--- src/rtl/led_matrix_pkg.sv ---
// Shared constants and FSM state type for the 8x8 LED matrix frame loader.
package led_matrix_pkg;

  localparam int unsigned NLEDS = 64;
  localparam int unsigned ROW_W = 8;
  localparam int unsigned NROWS = 8;
  localparam int unsigned CNT_W = $clog2(NLEDS);

  typedef enum logic [2:0] {
    StIdle,
    StLoad,
    StShift,
    StStrobe,
    StDone
  } state_e;

endpackage

--- src/rtl/led_frame_shifter.sv ---
// Parallel-in/serial-out frame register with shift counter; MSB leaves first.
module led_frame_shifter
  import led_matrix_pkg::*;
(
  input  logic             clk,
  input  logic             reset,
  input  logic             load,
  input  logic [NLEDS-1:0] load_data,
  input  logic             shift,
  output logic             ser_bit,
  output logic             last
);

  logic [NLEDS-1:0] shreg_q, shreg_d;
  logic [CNT_W-1:0] cnt_q, cnt_d;

  always_comb begin
    shreg_d = shreg_q;
    cnt_d   = cnt_q;
    if (load) begin
      shreg_d = load_data;
      cnt_d   = '0;
    end else if (shift) begin
      shreg_d = {shreg_q[NLEDS-2:0], 1'b0};
      cnt_d   = cnt_q + 1'b1;
    end
  end

  always_ff @(posedge clk) begin
    if (reset) begin
      shreg_q <= '0;
      cnt_q   <= '0;
    end else begin
      shreg_q <= shreg_d;
      cnt_q   <= cnt_d;
    end
  end

  assign ser_bit = shreg_q[NLEDS-1];
  assign last    = (cnt_q == CNT_W'(NLEDS - 1));

endmodule

--- src/rtl/led_frame_loader.sv ---
// Double-buffered frame loader feeding the LED driver shift chain and latch strobe.
// Define LOADER_AUTO_REFRESH_EN to re-send the last committed frame after an idle period.
module led_frame_loader
  import led_matrix_pkg::*;
#(
  parameter int unsigned STROBE_CYCLES = 2
`ifdef LOADER_AUTO_REFRESH_EN
  ,
  parameter logic [23:0] REFRESH_CYCLES = 24'd10_000_000
`endif
) (
  input  logic             clk,
  input  logic             reset,
  input  logic             wr_valid,
  output logic             wr_ready,
  input  logic [2:0]       wr_row,
  input  logic [ROW_W-1:0] wr_data,
  input  logic             wr_last,
  output logic             ser_data,
  output logic             ser_shift,
  output logic             strobe,
  output logic             busy,
  output logic             frame_done
);

  logic [NROWS-1:0][ROW_W-1:0] staging_q, staging_d;
  logic [NROWS-1:0][ROW_W-1:0] shadow_q, shadow_d;
  logic                        pending_q, pending_d;
  state_e                      state_q, state_d;
  logic [7:0]                  strobe_cnt_q, strobe_cnt_d;

  logic wr_accept, commit;
  logic sh_load, sh_shift, sh_bit, sh_last;
  logic refresh_fire;

  assign wr_ready  = !pending_q;
  assign wr_accept = wr_valid && !pending_q;
  assign commit    = wr_accept && wr_last;

  // Shadow captures staging including the row written on the committing edge.
  always_comb begin
    staging_d = staging_q;
    if (wr_accept) begin
      staging_d[wr_row] = wr_data;
    end
    shadow_d = commit ? staging_d : shadow_q;
  end

  // Commit wins over the clear issued by LOAD on the same edge.
  always_comb begin
    pending_d = pending_q;
    if (state_q == StLoad) begin
      pending_d = 1'b0;
    end
    if (commit) begin
      pending_d = 1'b1;
    end
  end

`ifdef LOADER_AUTO_REFRESH_EN
  logic [23:0] refresh_q, refresh_d;

  assign refresh_fire = (state_q == StIdle) && !pending_q &&
                        (refresh_q == REFRESH_CYCLES - 24'd1);

  always_comb begin
    refresh_d = refresh_q;
    if ((state_q == StLoad) || pending_q || commit) begin
      refresh_d = '0;
    end else if (state_q == StIdle) begin
      refresh_d = refresh_fire ? 24'd0 : refresh_q + 24'd1;
    end
  end

  always_ff @(posedge clk) begin
    if (reset) begin
      refresh_q <= '0;
    end else begin
      refresh_q <= refresh_d;
    end
  end
`else
  assign refresh_fire = 1'b0;
`endif

  always_comb begin
    state_d      = state_q;
    strobe_cnt_d = strobe_cnt_q;
    sh_load      = 1'b0;
    sh_shift     = 1'b0;
    case (state_q)
      StIdle: begin
        if (pending_q || refresh_fire) begin
          state_d = StLoad;
        end
      end
      StLoad: begin
        sh_load = 1'b1;
        state_d = StShift;
      end
      StShift: begin
        sh_shift     = 1'b1;
        strobe_cnt_d = '0;
        if (sh_last) begin
          state_d = StStrobe;
        end
      end
      StStrobe: begin
        if (strobe_cnt_q == 8'(STROBE_CYCLES - 1)) begin
          state_d = StDone;
        end else begin
          strobe_cnt_d = strobe_cnt_q + 8'd1;
        end
      end
      StDone:  state_d = StIdle;
      default: state_d = StIdle;
    endcase
  end

  always_ff @(posedge clk) begin
    if (reset) begin
      staging_q    <= '0;
      shadow_q     <= '0;
      pending_q    <= 1'b0;
      state_q      <= StIdle;
      strobe_cnt_q <= '0;
    end else begin
      staging_q    <= staging_d;
      shadow_q     <= shadow_d;
      pending_q    <= pending_d;
      state_q      <= state_d;
      strobe_cnt_q <= strobe_cnt_d;
    end
  end

  led_frame_shifter u_shifter (
    .clk       (clk),
    .reset     (reset),
    .load      (sh_load),
    .load_data (shadow_q),
    .shift     (sh_shift),
    .ser_bit   (sh_bit),
    .last      (sh_last)
  );

  assign ser_shift  = (state_q == StShift);
  assign ser_data   = ser_shift & sh_bit;
  assign strobe     = (state_q == StStrobe);
  assign busy       = (state_q != StIdle);
  assign frame_done = (state_q == StDone);

endmodule

--- config.mk ---
export PLATFORM = sky130hd
export DESIGN_NAME = led_frame_loader
export DESIGN_NICKNAME = d
export VERILOG_FILES = /design/src/rtl/led_matrix_pkg.sv /design/src/rtl/led_frame_shifter.sv /design/src/rtl/led_frame_loader.sv
export SDC_FILE = /design/constraint.sdc
export NUM_CORES = 1
export LEC_CHECK = 0
export ABC_AREA = 1
export CAP_MARGIN = 20
export CORE_MARGIN = 2
export CORE_UTILIZATION = 61
export DETAILED_ROUTE_END_ITERATION = 8
export HOLD_SLACK_MARGIN = 0.02
export PLACE_DENSITY = 0.84
export SLEW_MARGIN = 20
export SYNTH_ARGS = -nofsm -noshare
export SYNTH_HDL_FRONTEND = slang
export SYNTH_SLANG_ARGS = --single-unit
--- constraint.sdc ---
create_clock -name clk -period 1.8 [get_ports clk]
set_input_delay 0.45 -clock clk [delete_from_list [all_inputs] [get_ports clk]]
set_output_delay 0.45 -clock clk [all_outputs]
set_load 0.02 [all_outputs]
==> results of run 1 <==
==> state kept, by name (all words and copies together) (netlist names) <==
register and cells:
pending_q 1, shadow_q 64, staging_q 64, state_q 3, strobe_cnt_q 8, u_shifter.cnt_q 6
u_shifter.shreg_q 64
==> metal layers <==
metal | vias up | track usage [%] | wire (um)
met4 | 0 | 8.31 | 430
met2 | 191 | 44.5 | 9390
li1 | 3789 | - | -
met5 | - | 0 | 0
met3 | 41 | 3.46 | 1040
met1 | 3417 | 34.2 | 8730
==> cells in the mapped netlist, drive strengths merged <==
master  count
buf        39
inv       165
or2         1
nand2     294
nor2       63
o211ai     63
xor2        1
clkbuf     33
o21ai      93
ha          3
nand3b      1
xnor2       1
o21bai      4
dfxtp     210
and2       33
nor3        4
o22ai       1
a21oi     144
nand3      22
==> final cells by class <==
class / count / area [um^2]
Tap cell: 180 / 225
Sequential cell: 210 / 4210
Inverter: 165 / 619
Clock inverter: 4 / 51.3
Multi-Input combinational cell: 728 / 3510
Timing Repair Buffer: 68 / 774
Fill cell: 1030 / 3870
Clock buffer: 34 / 677
==> tightest hold or removal path, delay by kind of cell, from the launching register on <==
kind | cells | cell delay, ps
DFF | 1 | 310
AOI/OAI and AO/OA | 1 | 50
and+or+nand+nor | 1 | 60
==> power by group through the flow <==
stage / Combinational, mW / Clock (mW) / Sequential [mW]
after detailed placement: 3.26 / 0 / 5.45
after global placement: 3.20 / 0 / 5.43
after CTS: 3.28 / 4.56 / 5.35
after floorplan: 2.41 / 0 / 5.40
final: 3.36 / 4.51 / 5.36
after global routing: 3.70 / 4.76 / 5.41
==> cell families (layout without fill, tap and decap cells) <==
kind of cell	after synthesis	after routing	synth area share, %
adders and majority gates	3	3	0.431
buffers and inverters	237	271	11.4
AOI/OAI and AO/OA	305	305	19.5
DFF	210	210	48.3
xor gates and xnor gates	2	2	0.201
and+or+nand+nor	418	418	20.1
==> final timing paths <==
check / startpoint / end / slack [ps] / cells past startpoint
min: u_shifter.shreg_q[63] / u_shifter.shreg_q[63] / 460 / 2
max reg2reg: state_q[1] / u_shifter.shreg_q[8] / 130 / 6
min reg2reg: u_shifter.shreg_q[63] / u_shifter.shreg_q[63] / 460 / 2
max: state_q[0] / ser_data / 40 / 4
==> timing repair <==
item                                    in CTS  in global routing
pin swaps                                    0                  1
resized for setup                           24                  7
setup buffers                                0                  1
endpoints found under the hold margin        0                  0
endpoints found under the setup margin       6                 25
==> impl_metrics.env, run 1 <==
export IMPL_cts_hold_buf=0
export IMPL_drt_vias_per_instance=5.35
export IMPL_vias=7438
export IMPL_finalHoldViolCount=0
export IMPL_dp_hpwl_mm=11.6
export IMPL_synth_cells=1175
export IMPL_numCtsBuffers=22
export IMPL_p_int_mw=9.04
export IMPL_critPathRequiredTime_ps=1350
export IMPL_htree_levels=1
export IMPL_synth_area_top_cells="dfxtp_1 (48%), nand2_1 (12%), a21oi_1 (8.3%)"
export IMPL_synth_nets=1193
export IMPL_layout_drive_gt1_share_pct=9.18
export IMPL_fin_setup_tns_ps=0
export IMPL_place_congestion=0.814
export IMPL_period_needed_ps=1760
export IMPL_netSwitchingPower_mw=4.19
export IMPL_crit_fanout=3
export IMPL_seqPwrFrac_pct=40.5
export IMPL_grt_max_degree=127
export IMPL_post_dp_cell_area_um2=9330
export IMPL_cts_sinks=210
export IMPL_synth_yosys_seq_area_share_pct=48.3
export IMPL_cp_start_kind="flop"
export IMPL_numPlacedInstances=1350
export IMPL_pin_count=21
export IMPL_cp_num_buf_inv=1
export IMPL_switching_share_pct=31.7
export IMPL_critical_path_class="flop to output port"
export IMPL_ant_nets=0
export IMPL_dp_slack_ps=-248
export IMPL_layout_setup_ws_ps=44.2
export IMPL_die_area_um2=15200
export IMPL_core_um2=13900
export IMPL_hp_class="flop to flop"
export IMPL_max_slew_margin_pct=63.1
export IMPL_synth_top_area_share_pct=48.3
export IMPL_slew_violations=0
export IMPL_skew_ps=10.5
export IMPL_track_usage_pct=26.0
export IMPL_setup_violations_final=0
export IMPL_max_freq_ghz=0.570
export IMPL_netlist_cell_type_count=28
export IMPL_drv_cap=0
export IMPL_drt_wirelength_per_cell_um=14.1
export IMPL_port_buffers=20
export IMPL_fp_dieH_um=123
export IMPL_overflow=0
export IMPL_cts_buffer_depth=3
export IMPL_critical_path_top_delay_family="simple AND/OR/NAND/NOR gates"
export IMPL_start_util_pct=62.4
export IMPL_tritoncts="built"
export IMPL_pwr_share_clk_pct=34.1
export IMPL_final_nets=1213
export IMPL_syn_avg_cell_area_um2=7.41
export IMPL_crit_arrival_ps=1310
export IMPL_final_cells=1389
export IMPL_grt_first_pass_wirelength_mm=32.2
export IMPL_outcome="complete, no violations"
export IMPL_synth_area_leader_cell="dfxtp_1"
export IMPL_synthesis_area_um2=8700
export IMPL_finalCritPeriodShare_pct=97.5
export IMPL_drt_pass1_iterations=5
export IMPL_num_rows=43
export IMPL_yosysWarnings=0
export IMPL_fin_area_um2=10100
export IMPL_slowest_delay_ps=320
export IMPL_crit_chain="nor2_2, nand2_2, nor2_1, buf_4"
export IMPL_layout_cells_most_common_list="nand2_1 (287), dfxtp_1 (207), inv_1 (159), a21oi_1 (144), o21ai_1 (88)"
export IMPL_worst_pin_slew_ps=553
export IMPL_critical_path_slowest_cell="dfxtp_2"
export IMPL_vdd_ir_drop_max_uv=858
export IMPL_synth_seq_cells=210
export IMPL_path_clk_slew_ps=60
export IMPL_syn2layout_area_growth_pct=15.7
export IMPL_final_util_pct=72.2
export IMPL_finalPower_mw=13.2
export IMPL_pwr_share_comb_pct=25.4
export IMPL_n_antenna_cell=0
export IMPL_p_leak_nw=4.27
export IMPL_route_detailed_drc=0
export IMPL_die_w_um=123
export IMPL_final_common_cell="nand2_1"
export IMPL_drt_iter0_drc=623
export IMPL_clock_latency_ps=490
export IMPL_grt_antenna_before_repair=0
export IMPL_grt_pass1_vias=6910
export IMPL_whs_ps=463
export IMPL_cts_root_buf="clkbuf_16"
export IMPL_rsz0062_at_grt="true"
export IMPL_worstSetupEndpointType="output port"
export IMPL_wl_mm=19.6
export IMPL_powerDensity_nw_per_um2=1310
Note: power is estimated with default switching activity, not from simulation.
==> run 2, diff against run 1 <==
--- a/config.mk
+++ b/config.mk
@@ -12,7 +12,6 @@
 export DETAILED_ROUTE_END_ITERATION = 8
 export HOLD_SLACK_MARGIN = 0.02
 export PLACE_DENSITY = 0.84
-export SLEW_MARGIN = 20
 export SYNTH_ARGS = -nofsm -noshare
 export SYNTH_HDL_FRONTEND = slang
 export SYNTH_SLANG_ARGS = --single-unit
==> results of run 2 <==
Same layout as run 1: the final DEF is identical, and so are final timing and power.
